`src/rtl/rr_grant_fsm.sv`:
```
// -----------------------------------------------------------------------------
// rr_grant_fsm
// Round-robin arbiter implemented as a two-state Moore machine (IDLE / GRANT).
// One of N requesters owns a shared downstream resource at a time. Fairness
// comes from a rotating priority pointer and a bounded hold time, so a steady
// requester waits at most (N-1)*MAX_HOLD cycles.
//
// Parameters:
//   N         number of requesters (2..16)
//   MAX_HOLD  max consecutive cycles an owner keeps the grant under contention
//             (>= 1)
//
// Ports:
//   clk          rising-edge clock
//   reset        synchronous, active-high reset
//   req[N-1:0]   level request, bit i = requester i
//   grant[N-1:0] registered one-hot grant, all-zero when idle
//   grant_valid  high iff grant is nonzero
//   grant_id     index of the current owner, 0 when idle
// -----------------------------------------------------------------------------
module rr_grant_fsm #(
   parameter int N        = 4,
   parameter int MAX_HOLD = 8
) (
   input  logic                 clk,
   input  logic                 reset,
   input  logic [N-1:0]         req,
   output logic [N-1:0]         grant,
   output logic                 grant_valid,
   output logic [$clog2(N)-1:0] grant_id
);

   localparam int IW = $clog2(N);
   localparam int HW = $clog2(MAX_HOLD) + 1;

   localparam logic [0:0] S_IDLE  = 1'b0;
   localparam logic [0:0] S_GRANT = 1'b1;

   // Registered state
   logic [0:0]    state_reg,    state_next;
   logic [IW-1:0] owner_reg,    owner_next;
   logic [IW-1:0] ptr_reg,      ptr_next;
   logic [HW-1:0] hold_cnt_reg, hold_cnt_next;
   logic [N-1:0]  grant_reg,    grant_next;
   logic          valid_reg,    valid_next;
   logic [IW-1:0] id_reg,       id_next;

   // Decoded helpers
   logic [N-1:0]  others;
   logic [IW-1:0] owner_inc;
   logic [IW-1:0] idle_pick;
   logic [IW-1:0] handoff_pick;
   logic          owner_req;
   logic          hold_last;

   // First set bit of r, searching upward from start and wrapping modulo N.
   // The loop runs downward so the lowest offset is the last (winning) write.
   // With r == 0 the result is meaningless; callers gate it with |r.
   function automatic logic [IW-1:0] rr_pick(input logic [N-1:0] r,
                                             input logic [IW-1:0] start);
      logic [IW-1:0] sel;
      int            idx;
      sel = start;
      for (int k = N - 1; k >= 0; k--) begin
         idx = int'(start) + k;
         if (idx >= N) begin
            idx = idx - N;
         end
         if (r[idx]) begin
            sel = IW'(idx);
         end
      end
      return sel;
   endfunction

   function automatic logic [N-1:0] onehot(input logic [IW-1:0] i);
      logic [N-1:0] v;
      v    = '0;
      v[i] = 1'b1;
      return v;
   endfunction

   // Requests from everyone except the current owner.
   genvar gi;
   generate
      for (gi = 0; gi < N; gi++) begin : g_others
         assign others[gi] = req[gi] & (owner_reg != IW'(gi));
      end
   endgenerate

   // Explicit wrap so non-power-of-two N never produces an index >= N.
   assign owner_inc    = (owner_reg == IW'(N - 1)) ? '0 : owner_reg + IW'(1);
   assign idle_pick    = rr_pick(req, ptr_reg);
   assign handoff_pick = rr_pick(others, owner_inc);
   assign owner_req    = req[owner_reg];
   assign hold_last    = (hold_cnt_reg == HW'(MAX_HOLD - 1));

   always_comb begin
      state_next    = state_reg;
      owner_next    = owner_reg;
      ptr_next      = ptr_reg;
      hold_cnt_next = hold_cnt_reg;

      case (state_reg)
         S_IDLE: begin
            if (|req) begin
               state_next    = S_GRANT;
               owner_next    = idle_pick;
               hold_cnt_next = '0;
            end
         end
         default: begin
            if (!owner_req) begin
               // Release: hand off with no bubble, or fall back to IDLE.
               ptr_next      = owner_inc;
               hold_cnt_next = '0;
               if (|others) begin
                  owner_next = handoff_pick;
               end else begin
                  state_next = S_IDLE;
               end
            end else if (hold_last) begin
               // Hold budget spent: rotate if contended, otherwise restart it.
               hold_cnt_next = '0;
               if (|others) begin
                  owner_next = handoff_pick;
                  ptr_next   = owner_inc;
               end
            end else begin
               hold_cnt_next = hold_cnt_reg + HW'(1);
            end
         end
      endcase

      // Outputs are registered alongside the state so they stay consistent.
      if (state_next == S_GRANT) begin
         grant_next = onehot(owner_next);
         valid_next = 1'b1;
         id_next    = owner_next;
      end else begin
         grant_next = '0;
         valid_next = 1'b0;
         id_next    = '0;
      end
   end

   always_ff @(posedge clk) begin
      if (reset) begin
         state_reg    <= S_IDLE;
         owner_reg    <= '0;
         ptr_reg      <= '0;
         hold_cnt_reg <= '0;
         grant_reg    <= '0;
         valid_reg    <= 1'b0;
         id_reg       <= '0;
      end else begin
         state_reg    <= state_next;
         owner_reg    <= owner_next;
         ptr_reg      <= ptr_next;
         hold_cnt_reg <= hold_cnt_next;
         grant_reg    <= grant_next;
         valid_reg    <= valid_next;
         id_reg       <= id_next;
      end
   end

   assign grant       = grant_reg;
   assign grant_valid = valid_reg;
   assign grant_id    = id_reg;

endmodule
```
`config.mk`:
```
export PLATFORM = sky130hd
export DESIGN_NAME = rr_grant_fsm
export DESIGN_NICKNAME = d
export VERILOG_FILES = /design/src/rtl/rr_grant_fsm.sv
export SDC_FILE = /design/constraint.sdc
export NUM_CORES = 1
export LEC_CHECK = 0
export BUFFER_PORTS_ARGS = -buffer_cell sky130_fd_sc_hd__buf_2
export CORE_MARGIN = 5
export CORE_UTILIZATION = 50
export DETAILED_ROUTE_END_ITERATION = 8
export HOLD_SLACK_MARGIN = 0.02
export PLACE_DENSITY_LB_ADDON = 0.15
export REMOVE_ABC_BUFFERS = 1
export SETUP_SLACK_MARGIN = 0.02
export SLEW_MARGIN = 0
export SYNTH_ARGS = -nofsm -noshare
export SYNTH_HDL_FRONTEND = slang
export SYNTH_SLANG_ARGS = --single-unit
```
`constraint.sdc`:
```
create_clock -name clk -period 3.6 [get_ports clk]
set_clock_uncertainty 0.05 [all_clocks]
set_input_delay 0.36 -clock clk [delete_from_list [all_inputs] [get_ports clk]]
set_output_delay 0.36 -clock clk [all_outputs]
set_load 0.005 [all_outputs]
```
# == Yosys cells after proc, flatten, opt, wreduce, memory -nomap -nowiden ==
# Cells that the tools add are included.
# word_totals
elab_cells,123
reg_bits,16
inputBits,6
# op_classes
n_lt_le_gt_ge,19
n_bitwise,5
n_eq_ne,7
add_sub_neg,16
muxes,62
n_reduce_logical,7
# op_table
op,count
$lt 32x4->1 const B,8
$mux 32,8
$mux 2,17
$sub 3x3->4 const B,6
$mux 1,23
$bmux 1 s2,9
$ge 3x3->1 const B,6
$mux 4,4
$add 2x2->3 const B,4
$reduce_or 4->1,2
$sub 2x3->4 const B,2
$add 2x1->3 const B,2
$ge 2x3->1 const B,2
$lt 2x3->1 const B,2
$ne 2x1->1 const B,3
$add 4x1->4 const B,1
$and 1x1->1,4
$eq 4x3->1 const B,1
$ne 2x2->1 const B,2
$reduce_bool 2->1,2
$reduce_and 3->1,1
$add 2x1->2 const B,1
$demux 1 s2,1
$eq 2x2->1 const B,1
4 further kinds,4

# == Depth between registers and ports, before layout ==
# logic_depth
ltp_word,20
mapped_depth,10
depth_no_buf,8

# == Least setup slack after synthesis ==
# No wires, ideal clock.
# synth_timing
kind,reg2reg
startpoint,register owner_reg[0]
endpoint,register grant_reg[0] (netlist: grant[0])
required_time_ps,3435
path_stages_with_launch,11
arrival_time_ps,2091
n_path_buf,2
slack_ps,1344
period_less_slack_ps,2256
setup_ps,115
cell_sequence,dfxtp_1 -> buf_6 -> buf_6 -> inv_1 -> ha_1 -> and2b_2 -> a2111oi_4 -> a21oi_1 -> o21bai_2 -> inv_2 -> and3_1
# synth_between
elab_chain_cells,20
word_cells_on_any_way,60
cone_classes,add/sub (8); order compare (6); eq/ne (4); mux (33); bitwise (5); reduce/logical (4)
# synth_lines
element,line,rtl
"start, declared",41,"logic [IW-1:0] owner_reg, owner_next;"
"start signal, assigned",158,owner_reg <= owner_next;
$add 2x1->2 or $eq 2x2->1 (tied branches),92,assign owner_inc = (owner_reg == IW'(N - 1)) ? '0 : owner_reg + IW'(1);
$mux 2,92,
$add 2x2->3,65,idx = int'(start) + k;
$sub 3x3->4 or $ge 3x3->1 (tied branches),"67, 66",
$mux 32,66,if (idx >= N) begin
$bmux 1 s2,69,if (r[idx]) begin
$mux 1 (implied by the code) (2 in series),69,
$mux 2 (4 in series),69,
$mux 2,"117, 125",
$mux 2,122,end else if (hold_last) begin
$mux 2,113,if (!owner_req) begin
$mux 2,104,case (state_reg)
$lt 2x3->1 (implied by the code) or $ge 2x1->1 (tied branches),79,v[i] = 1'b1;
$logic_and 1x1->1 (implied by the code),79,
$mux 1 (implied by the code),79,
$demux 1 s2,79,
"end signal, assigned",161,grant_reg <= grant_next;
"end, declared",44,"logic [N-1:0] grant_reg, grant_next;"
# Parallel ways exist; a longest one is shown, timed or not. The select of a mux whose other input is x is not followed.
# A chain may end at the register's enable or synchronous reset.

# == Worst setup path after layout ==
# Ends and elaborated chain as after synthesis.

==> impl_metrics.yaml <==
logic_synthesis:
  yosysWarnings: 0
  synth_top_family_by_area: "simple AND/OR/NAND/NOR gates"
  synth-edff-count: 0
  async_reset_ff_share_pct: 0
  syn_avg_cell_area_um2: 9.05
  syn-cell-area_um2: 1120
  yosys.area.top_type: "dfxtp_1"
  synth_top_cells_by_area: "dfxtp_1 (27%), ha_1 (5.6%), nor2_1 (4.7%), buf_6 (4.0%), mux2i_1 (3.6%)"
  synth_common_cells: "dfxtp_1 (15), nor2_1 (14)"
  synthMostInstantiatedCell: "dfxtp_1"
  synth.area.mux_share_pct: 8.58
  synth-adder-area-share_pct: 5.57
  yosysTopAreaCellShare_pct: 26.8
  synth-xor-area-share_pct: 0
  synth_compound_area_share_pct: 23.1
  ys_ff_latch: 15
  ys.flop_type: "dfxtp_1"
  synth_simple_gate_area_share_pct: 27.9
  yosysSeqAreaShare_pct: 26.8
  yosysUniqueCellTypes: 56
  syn_inst: 124
timing:
  rsz0062_at_grt: "no"
  period_needed_ns: 2.66
  holdWs_ns: 0.309
  setup_slack_ns: 0.938
  drv_slew: 0
  timing.fmax_mhz: 376
  finalSetupTns_ns: 0
  hold_viol: 0
  max_slew_margin_pct: 58.5
  tightest_slew_ns: 0.621
  min_period_over_period_pct: 73.9
  setup_viol: 0
drt:
  dr.pass1.iters: 4
  drc: 0
  ant_nets: 0
  wl_per_cell_um: 14.4
  vias_per_cell: 5.91
  vias: 946
  wl_um: 2310
  drtIter0Drc: 9
power:
  cellPowerDensity_nw_per_um2: 422
  ir_drop_v: 0.000246
  p_leak_uw: 0.000465
  fin_total_pwr_uw: 497
cts:
  clkSinkCount: 15
  cts_root_buf: "clkbuf_4"
  cts_tree: "yes"
  clk-insertion-delay-late_ns: 0.27
  cts_setup_buffers: 0
  htreeDepth: 1
  cts_buffer_depth: 2
  holdBufCountCts: 0
  numCtsBuffers: 3
  ctsResizeCount: 0
  path_clk_slew_ns: 0.08
die:
  die_x_um: 57.4
  die-area_um2: 3290
  ioPinCount: 13
  row_count: 17
  initial_core_util_pct: 51.7
  fp.dieH_um: 57.4
  core_area_um2: 2170
worst_setup_path:
  worstSetupPathType: "flip-flop to flip-flop"
  reg2reg_from: "owner_reg[0]"
  critPathLaunchType: "flip-flop"
  slowest_stage: "dfxtp_1"
  crit_fanout: 20
  reg2reg_depth: 8
  ff2ff_setup_slack_ns: 0.94
  crit_chain: "inv_1 > ha_1 > or3b_2 > a221oi_2 > o21ai_1 > nand4b_1 > nand3b_4 > and3_1"
  crit_required_ns: 3.72
  worstSetupEndpointType: "flip-flop"
  rr_endpoint: "grant[0]"
  worstPathArrival_ns: 2.78
  max_stage_delay_ns: 0.72
worst_hold_path:
  min_path_type: "input pin to flip-flop"
  min_from: "reset"
  hold_depth: 2
  whs_endpoint: "hold_cnt_reg[2]"
global_route:
  grt_pass1_vias: 926
  gr-total-overflow: 0
  grt_usage_pct: 15.0
  grt_antenna_before_repair: 0
  grt_max_degree: 21
  grt_pass1_wl_um: 4060
layout:
  multiInputGateArea_um2: 731
  antennaDiodeCount: 0
  seq_area_um2: 300
  final_layout_size_suffix_gt1_share_pct: 28.0
  fin_nets: 144
  fillers: 214
  syn_to_final_growth_pct: 4.79
placed_design:
  pre_cts_slack_ns: 0.979
  port_buffers: 12
  place.gp.congestion: 0.850
  hpwlAfterDp_um: 1780
flow_run:
  maxCapViolations: 0
status:
  status: "finished, final reports clean"
## routing by layer
layer / up-vias / wire length, um / GRT usage, %
met2: 26 / 1090 / 25.3
li1: 471 / - / -
met4: 0 / 14 / 4.30
met3: 2 / 114 / 2.94
met5: - / 0 / 0
met1: 447 / 1090 / 19.1
## cell usage in the layout (no fill, tap or decap), types with 2 or more instances in the layout
cell	count
a21boi_0	2
dfxtp_1	15
nor3_1	2
nand3_1	2
inv_1	5
buf_2	12
clkbuf_4	3
a21oi_1	5
nor2b_1	3
nand2_1	5
nand3b_1	2
nor3b_2	2
o21ai_0	5
a221oi_1	2
mux2_2	3
and2_2	2
and2b_2	3
o21a_1	2
nor3b_1	2
mux2i_1	4
nor2_1	14
ha_1	5
## critical path: cells and delay by family (launching register included)
kind	cells	cell delay, ns
and+or+nand+nor	4	0.94
DFF	1	0.72
AOI/OAI and AO/OA	2	0.36
adders and majority gates	1	0.29
buffers and inverters	1	0.22
## power breakdown
part / switching, uW / leakage (uW) / internal, uW
Clock: 49.4 / 0.0000177 / 41.1
Combinational: 103 / 0.000324 / 93.5
Sequential: 23.8 / 0.000123 / 186
## stage by stage
stage / instances / cell area, um2 / util (%)
CTS: 160 / 1180 / 54.2
detailed placement: 156 / 1150 / 52.9
global route: 160 / 1180 / 54.2
global placement: 156 / 1150 / 52.9
finish: 160 / 1180 / 54.2
floorplan: 116 / 1050 / -
## logic make-up (layout without fill, tap and decap cells)
kind of cell / after synthesis / after routing
flops: 15 / 15
fa+ha+maj: 5 / 5
simple gates: 49 / 49
mux: 8 / 8
buf+inv: 14 / 22
compound gates: 33 / 33
## worst max-delay path by stage
stage                             from  endpoint  slack (ns)
after floorplan           owner_reg[0]  grant[0]        1.29
after global placement    owner_reg[0]  grant[2]        1.02
after detailed placement  owner_reg[0]  grant[1]        0.98
after CTS                 owner_reg[0]  grant[2]        0.96
after global routing      owner_reg[0]  grant[3]        0.67
final                     owner_reg[0]  grant[0]        0.94
## area by class of cell
| cell class | instances | area share, % |
|---|---|---|
| repair buffers | 12 | 5.11 |
| clock buffers | 3 | 1.91 |
| clock inverters | 1 | 0.426 |
| multi-input cells | 95 | 62.1 |
| flip-flops and latches | 15 | 25.5 |
| inverters | 6 | 1.91 |
| well taps | 28 | 2.98 |
(Power assumes the default switching activity.)
